===== src/rtl/bbox_draw_pkg.sv =====
// Shared types and widths for the bounding-box drawing path.
// Used by bbox_draw, its address generator and the write-bus interface.
package bbox_pkg;

    localparam int COORD_W = 11;
    localparam int DATA_W  = 16;
    localparam int ADDR_W  = 32;

    typedef logic [COORD_W-1:0] coord_t;
    typedef logic [DATA_W-1:0]  word_t;

    typedef enum logic [2:0] {
        IDLE,
        CHECK,
        TOP,
        BOT,
        LEFT,
        RIGHT,
        FILL,
        DONE
    } state_t;

    typedef enum logic [1:0] {
        CH_R = 2'd0,
        CH_G = 2'd1,
        CH_B = 2'd2
    } chan_t;

    // Inclusive rectangle corners as captured on start.
    typedef struct packed {
        coord_t x_min;
        coord_t x_max;
        coord_t y_min;
        coord_t y_max;
    } box_t;

    // Outline colour, one word per channel.
    typedef struct packed {
        word_t r;
        word_t g;
        word_t b;
    } color_t;

    // True in every state that presents a write to the frame buffer.
    function automatic logic is_drawing(state_t s);
        return (s == TOP) || (s == BOT) || (s == LEFT) || (s == RIGHT) || (s == FILL);
    endfunction

endpackage


===== src/rtl/bbox_draw_if.sv =====
// Frame-buffer write port: one word per transfer, transfer when wren && wrready.
interface bbox_draw_if;
    import bbox_pkg::*;

    logic [ADDR_W-1:0] addr;
    logic [DATA_W-1:0] wrdata;
    logic              wren;
    logic              wrready;

    modport master (output addr, output wrdata, output wren, input wrready);
    modport slave  (input addr, input wrdata, input wren, output wrready);

endinterface


===== src/rtl/bbox_draw_pixel_addr_gen.sv =====
// Column-major RGB frame-buffer address map: addr = x*HEIGHT*3 + y*3 + c.
// Purely combinational so the scanner can share the same mapping.
module pixel_addr_gen
    import bbox_pkg::*;
#(
    parameter int WIDTH  = 100,
    parameter int HEIGHT = 100
) (
    input  coord_t            x,
    input  coord_t            y,
    input  chan_t             c,
    output logic [ADDR_W-1:0] addr,
    output logic              in_range
);

    localparam logic [ADDR_W-1:0] COL_STRIDE = ADDR_W'(HEIGHT * 3);

    // Widen every term to 32 bits before multiplying so large frames do not wrap.
    always_comb begin
        addr     = ADDR_W'(x) * COL_STRIDE + ADDR_W'(y) * ADDR_W'(3) + ADDR_W'(c);
        in_range = (int'(x) < WIDTH) && (int'(y) < HEIGHT);
    end

endmodule


===== src/rtl/bbox_draw.sv =====
// Draws a one-pixel rectangle outline (or, with BBOX_DRAW_FILL_EN defined,
// optionally a filled rectangle) into the column-major RGB frame buffer.
// Each pixel is three consecutive word writes R, G, B; every counter
// advances only on an accepted transfer, so the bus may stall freely.
module bbox_draw
    import bbox_pkg::*;
#(
    parameter int WIDTH  = 100,
    parameter int HEIGHT = 100
) (
    input  logic         clk,
    input  logic         rst,
    input  logic         start,
`ifdef BBOX_DRAW_FILL_EN
    input  logic         fill,
`endif
    input  coord_t       xMin,
    input  coord_t       xMax,
    input  coord_t       yMin,
    input  coord_t       yMax,
    input  word_t        colR,
    input  word_t        colG,
    input  word_t        colB,
    bbox_draw_if.master  wr,
    output logic         done,
    output logic         err
);

    state_t state_q, state_d;
    coord_t x_q, x_d;
    coord_t y_q, y_d;
    chan_t  c_q, c_d;
    logic   err_q, err_d;
    box_t   box_q, box_d;
    color_t col_q, col_d;
`ifdef BBOX_DRAW_FILL_EN
    logic   fill_q, fill_d;
`endif

    logic              drawing;
    logic              accept;
    logic              pixel_done;
    logic [ADDR_W-1:0] pix_addr;
    logic              pix_in_range;
    word_t             chan_word;

    pixel_addr_gen #(
        .WIDTH  (WIDTH),
        .HEIGHT (HEIGHT)
    ) u_addr (
        .x        (x_q),
        .y        (y_q),
        .c        (c_q),
        .addr     (pix_addr),
        .in_range (pix_in_range)
    );

    // Control and walk registers; reset returns to IDLE with no write pending.
    // NOTE: sequential state uses non-blocking assignments only, so every
    // register samples the pre-edge values computed by the combinational block.
    always_ff @(posedge clk) begin
        if (rst) begin
            state_q <= IDLE;
            x_q     <= '0;
            y_q     <= '0;
            c_q     <= CH_R;
            err_q   <= 1'b0;
        end else begin
            state_q <= state_d;
            x_q     <= x_d;
            y_q     <= y_d;
            c_q     <= c_d;
            err_q   <= err_d;
        end
    end

    // Request capture registers (box, colour, fill mode).
    // NOTE: these are deliberately not reset; they are always loaded on start
    // before CHECK reads them, and wrdata is gated to zero outside drawing.
    always_ff @(posedge clk) begin
        box_q  <= box_d;
        col_q  <= col_d;
`ifdef BBOX_DRAW_FILL_EN
        fill_q <= fill_d;
`endif
    end

    // Next-state, walk and capture logic.
    // NOTE: every variable gets a hold default first, so no path can infer a latch.
    always_comb begin
        state_d = state_q;
        x_d     = x_q;
        y_d     = y_q;
        c_d     = c_q;
        err_d   = err_q;
        box_d   = box_q;
        col_d   = col_q;
`ifdef BBOX_DRAW_FILL_EN
        fill_d  = fill_q;
`endif

        accept     = is_drawing(state_q) && wr.wrready;
        pixel_done = accept && (c_q == CH_B);

        if (accept) begin
            c_d = (c_q == CH_B) ? CH_R : chan_t'(c_q + 2'd1);
        end

        case (state_q)
            IDLE, DONE: begin
                if (start) begin
                    state_d = CHECK;
                    err_d   = 1'b0;
                    box_d   = '{x_min: xMin, x_max: xMax, y_min: yMin, y_max: yMax};
                    col_d   = '{r: colR, g: colG, b: colB};
`ifdef BBOX_DRAW_FILL_EN
                    fill_d  = fill;
`endif
                end
            end

            CHECK: begin
                x_d = box_q.x_min;
                y_d = box_q.y_min;
                c_d = CH_R;
                if ((int'(box_q.x_max) >= WIDTH) || (int'(box_q.y_max) >= HEIGHT)) begin
                    state_d = DONE;
                    err_d   = 1'b1;
                end else if ((box_q.x_min > box_q.x_max) || (box_q.y_min > box_q.y_max)) begin
                    state_d = DONE;
                end else begin
`ifdef BBOX_DRAW_FILL_EN
                    state_d = fill_q ? FILL : TOP;
`else
                    state_d = TOP;
`endif
                end
            end

            TOP: begin
                if (pixel_done) begin
                    if (x_q != box_q.x_max) begin
                        x_d = x_q + coord_t'(1);
                    end else if (box_q.y_max != box_q.y_min) begin
                        state_d = BOT;
                        x_d     = box_q.x_min;
                        y_d     = box_q.y_max;
                    end else begin
                        state_d = DONE;
                    end
                end
            end

            BOT: begin
                if (pixel_done) begin
                    if (x_q != box_q.x_max) begin
                        x_d = x_q + coord_t'(1);
                    end else if ((box_q.y_max - box_q.y_min) >= coord_t'(2)) begin
                        state_d = LEFT;
                        x_d     = box_q.x_min;
                        y_d     = box_q.y_min + coord_t'(1);
                    end else begin
                        state_d = DONE;
                    end
                end
            end

            LEFT: begin
                if (pixel_done) begin
                    if (y_q != box_q.y_max - coord_t'(1)) begin
                        y_d = y_q + coord_t'(1);
                    end else if (box_q.x_max != box_q.x_min) begin
                        state_d = RIGHT;
                        x_d     = box_q.x_max;
                        y_d     = box_q.y_min + coord_t'(1);
                    end else begin
                        state_d = DONE;
                    end
                end
            end

            RIGHT: begin
                if (pixel_done) begin
                    if (y_q != box_q.y_max - coord_t'(1)) begin
                        y_d = y_q + coord_t'(1);
                    end else begin
                        state_d = DONE;
                    end
                end
            end

            FILL: begin
                // y is the inner loop so consecutive pixels are consecutive addresses.
                if (pixel_done) begin
                    if (y_q != box_q.y_max) begin
                        y_d = y_q + coord_t'(1);
                    end else begin
                        y_d = box_q.y_min;
                        if (x_q != box_q.x_max) begin
                            x_d = x_q + coord_t'(1);
                        end else begin
                            state_d = DONE;
                        end
                    end
                end
            end

            default: state_d = IDLE;
        endcase
    end

    // Channel word selected by the registered channel index.
    always_comb begin
        case (c_q)
            CH_R:    chan_word = col_q.r;
            CH_G:    chan_word = col_q.g;
            default: chan_word = col_q.b;
        endcase
    end

    // Bus outputs derive only from registers, so they hold steady across stalls.
    always_comb begin
        drawing   = is_drawing(state_q);
        wr.wren   = drawing;
        wr.addr   = (drawing && pix_in_range) ? pix_addr : '0;
        wr.wrdata = drawing ? chan_word : '0;
        done      = (state_q == DONE);
        err       = err_q;
    end

endmodule


===== src/flat_wrapper.sv =====
// flat-port wrapper written by rule: the top's interface ports become plain ports
module bbox_draw_flat import bbox_pkg::*;
#(
    parameter int WIDTH  = 100,
    parameter int HEIGHT = 100
)
  (clk, rst, start, xMin, xMax, yMin, yMax, colR, colG, colB, done, err, wr_addr, wr_wrdata, wr_wren, wr_wrready);
  bbox_draw_if wr_i ();
  input  logic clk;
  input  logic rst;
  input  logic start;
  input  coord_t xMin;
  input  coord_t xMax;
  input  coord_t yMin;
  input  coord_t yMax;
  input  word_t colR;
  input  word_t colG;
  input  word_t colB;
  output logic done;
  output logic err;
  output wire logic [$bits(wr_i.addr)-1:0] wr_addr;
  output wire logic [$bits(wr_i.wrdata)-1:0] wr_wrdata;
  output wire logic [$bits(wr_i.wren)-1:0] wr_wren;
  input wire logic [$bits(wr_i.wrready)-1:0] wr_wrready;
  assign wr_addr = wr_i.addr;
  assign wr_wrdata = wr_i.wrdata;
  assign wr_wren = wr_i.wren;
  assign wr_i.wrready = wr_wrready;
  bbox_draw #(.WIDTH(WIDTH), .HEIGHT(HEIGHT)) u_core (.clk(clk), .rst(rst), .start(start), .xMin(xMin), .xMax(xMax), .yMin(yMin), .yMax(yMax), .colR(colR), .colG(colG), .colB(colB), .wr(wr_i), .done(done), .err(err));
endmodule

===== config.mk =====
export PLATFORM = sky130hd
export DESIGN_NAME = bbox_draw_flat
export DESIGN_NICKNAME = d
export VERILOG_FILES = /design/src/rtl/bbox_draw_pkg.sv /design/src/rtl/bbox_draw_if.sv /design/src/rtl/bbox_draw_pixel_addr_gen.sv /design/src/rtl/bbox_draw.sv /design/src/flat_wrapper.sv
export SDC_FILE = /design/constraint.sdc
export NUM_CORES = 1
export LEC_CHECK = 0
export CAP_MARGIN = 30
export CORE_UTILIZATION = 34
export CTS_CLUSTER_DIAMETER = 60
export CTS_CLUSTER_SIZE = 10
export DETAILED_ROUTE_END_ITERATION = 10
export PLACE_DENSITY = 0.66
export SYNTH_ARGS = -nofsm -noshare
export SYNTH_HDL_FRONTEND = slang
export SYNTH_SLANG_ARGS = --single-unit

===== constraint.sdc =====
create_clock -name clk -period 5.19 [get_ports clk]
set_input_delay 1.038 -clock clk [delete_from_list [all_inputs] [get_ports clk]]
set_output_delay 1.038 -clock clk [all_outputs]
set_load 0.01 [all_outputs]

==> reports/qor.txt <==
Status: finished, violations left
Violated checks: negative setup slack
Post-DP Area: 12210 um2
Fmax: 169.7 MHz
CP Capture Type: output pin
Clk Latency, worst-skew pair: 0.42 ns
Final hold vios: 0
Mapped Cells: 1021
Fin Hold WS: 0.5027 ns
Layout cells sized above 1: 0.1911
Fin crit period: 5.893 ns
Core footprint: 27780 um2
Post-Place Cells: 1590
Final worst slack: -0.7033 ns
Power Density: 696.4 nW/um2
First-pass GRT wire length: 44.10 mm
Post-Synthesis Cell Area: 9595 um2
Total grt overflow: 0
Unrepaired setup endpoints after global routing: yes
Final setup vio count: 12
Multi-input logic area: 6349 um2
Cell variety after synth: 75
WL/cell: 16.76 um
Fin cells: 1634
Die Ht: 170.0 um
Hold buffers post-CTS: 0
Syn_area_per_cell: 9.398 um2
Max VDD drop: 0.3743 mV
Final nets: 1463
Synth async-reset ratio: 0
DRT Wirelength: 27.39 mm
Iteration-0 DRC Markers: 597
Initial Utilization: 0.3454
Via count: 8547
CP Data Required Time: 4.15 ns
Std-Cell Rows: 61
Register cell area after layout: 3343 um2
H-Tree Depth: 4
Yosys warns: 0
Pre-CTS WS: -0.7468 ns
Max cap viols: 0
Drc violations: 0
Final Cycle Share: 1.136
HPWL Detailed: 20.88 mm
Worst Setup SP: u_core.x_q[6]
Rel. slew slack: 0.3262
Commonest non-fill, non-tap cell in the layout: clkdlybuf4s50_1
IO Port Bufs: 135
Layout Skew: 0.009765 ns
GR Layer Usage met3: 0.04047
Top Ports: 147
Area grow syn2layout: 36.80%
Clk sink count: 120
Synth Register Bits: 120
Worst-Margin Slew: 1.007 ns
Die ar.: 28900 um2
Leak: 5.445 nW
Startpoint types: register
RR Startpoint: u_core.box_q[0]
Gr busiest metal: met2
Clk pin slew, worst setup/hold paths: 0.06 ns
CP max FO: 4
Hold_sp: u_core.err
M2 GR Usage: 0.3156
Drt first pass iters: 8
Top FF cell, synth: edfxtp_1
# fillers: 2632
Critical path type: register to output pin
Number of synthesized flops with an enable pin: 92
Root buffer cell: clkbuf_16
Maximum buffer depth of the clock tree: 2
Ant. Diodes: 0
Pins over their slew limit: 0
Met1 Usage GRT: 0.2474
Die Span X: 170.0 um
Final core occ: 0.4725
Largest net degree at the start of global routing: 70
WP data arrival: 4.86 ns
Sequential area share after synthesis: 0.3463
ANT nets after route: 0
Global Route Usage Sum: 0.1931
CTS tree: yes
Vias per inst: 5.231
GPL Wtd Cong: 0.9102
Design area: 13130 um2
Commonest cells after routing, fill and taps aside: clkdlybuf4s50_1, buf_4, nor2_1
CTS buffer count: 17
Hold Path Class: register to register
Number of global-route vias before repair: 8582
Initial antenna violation count: 0
-- layer usage --
layer	routed length, um	vias to the layer above
li1	-	4147
met2	12860	323
met1	12020	4039
met4	630	0
met5	0	-
met3	1882	38
-- synthesized netlist by cell type (6+ instances only) --
| cell type | number | share of area |
|---|---|---|
| nand4_1 | 11 | 0.0072 |
| edfxtp_1 | 92 | 0.29 |
| a22oi_1 | 6 | 0.0047 |
| o211ai_1 | 8 | 0.0063 |
| o21bai_1 | 7 | 0.0055 |
| or3_1 | 6 | 0.0039 |
| o21ai_0 | 43 | 0.022 |
| mux2i_1 | 20 | 0.021 |
| dfxtp_1 | 28 | 0.058 |
| a311oi_1 | 6 | 0.0055 |
| a222oi_1 | 8 | 0.0083 |
| nand3_1 | 24 | 0.013 |
| nor2b_1 | 9 | 0.0059 |
| xor2_1 | 32 | 0.029 |
| ha_1 | 99 | 0.13 |
| a21o_1 | 12 | 0.0094 |
| a211oi_1 | 8 | 0.0063 |
| nor4_1 | 8 | 0.0052 |
| and2_1 | 7 | 0.0046 |
| or2_0 | 6 | 0.0039 |
| inv_1 | 88 | 0.034 |
| clkbuf_1 | 25 | 0.0098 |
| buf_1 | 6 | 0.0023 |
| o21a_1 | 14 | 0.011 |
| xnor2_1 | 37 | 0.034 |
| o221ai_1 | 6 | 0.0055 |
| nand2_1 | 55 | 0.022 |
| or2_2 | 7 | 0.0046 |
| a31oi_1 | 8 | 0.0052 |
| a21oi_1 | 73 | 0.038 |
| and3_1 | 15 | 0.0098 |
| fa_1 | 25 | 0.052 |
| nor3_1 | 24 | 0.013 |
| nor2_1 | 96 | 0.038 |
| buf_4 | 11 | 0.0086 |
| o21ai_1 | 8 | 0.0042 |
-- cell type report --
class | count | area share
Multi-Input combinational cell | 775 | 0.4837
Timing Repair Buffer | 239 | 0.1588
Tap cell | 378 | 0.03603
Sequential cell | 120 | 0.2547
Clock buffer | 19 | 0.03298
Clock inverter | 13 | 0.008102
Inverter | 90 | 0.02574
-- final timing paths --
path | to | slack, ns | cells past startpoint
setup / recovery | wr_addr[16] | -0.70 | 22
hold / removal | u_core.err | 0.50 | 2
hold reg to reg | u_core.err | 0.50 | 2
setup reg to reg | u_core.x_q[0] | 1.05 | 14
-- critical path, cell delays in order, from the launching register on --
cell,delay [ns]
dfxtp_4,0.35
ha_4,0.24
ha_4,0.25
inv_2,0.03
fa_1,0.45
fa_1,0.51
inv_2,0.05
ha_4,0.17
buf_12,0.12
buf_6,0.11
o22a_1,0.22
o21a_1,0.12
a21oi_2,0.13
xnor2_1,0.13
ha_1,0.27
ha_4,0.18
nor2_4,0.10
inv_2,0.05
o311a_4,0.39
o21ai_2,0.17
xor2_1,0.19
nor2_1,0.06
buf_2,0.16
-- logic make-up (layout without fill, tap and decap cells) --
logic type,after synthesis,after routing,synth area share
adder cells (fa/ha/maj),124,124,0.1812
flip-flops,120,120,0.3463
other,1,11,0.0003908
AND/OR/NAND/NOR,288,288,0.1451
XOR/XNOR,69,69,0.06298
buffers and inverters,136,361,0.05803
AO/OA/AOI/OAI,262,262,0.1839
multiplexers,21,21,0.02204
-- timing repair --
| item | in CTS | in global routing |
|---|---|---|
| pin swaps | 31 | 25 |
| gates resized for setup | 82 | 34 |
| setup buffers | 5 | 7 |
| cloned | 0 | 0 |
| endpoints found under the setup margin | 14 | 16 |
-- per-stage QoR --
step / power (W) / TNS (ns)
2_1_floorplan: 0.005371 / -0.3455
3_3_place_gp: 0.007276 / -5.984
3_5_place_dp: 0.007365 / -6.953
4_1_cts: 0.008798 / -7.111
5_1_grt: 0.009883 / -8.272
6_report: 0.009142 / -6.215
-- registers in the layout, indices dropped and copies added (netlist names) --
register and flops:
u_core.state_q 3, u_core.y_q 11, u_core.x_q 11, u_core.box_q 44, u_core.col_q 48, u_core.c_q 2
u_core.err 1
-- power by group --
part	internal, W	leakage [nW]	switching [W]	total, W
sequential	0.00141	1.10	0.000286	0.00170
combinational	0.00306	4.09	0.00330	0.00636
clock	0.000652	0.256	0.000438	0.00109
(Power assumes the default switching activity.)
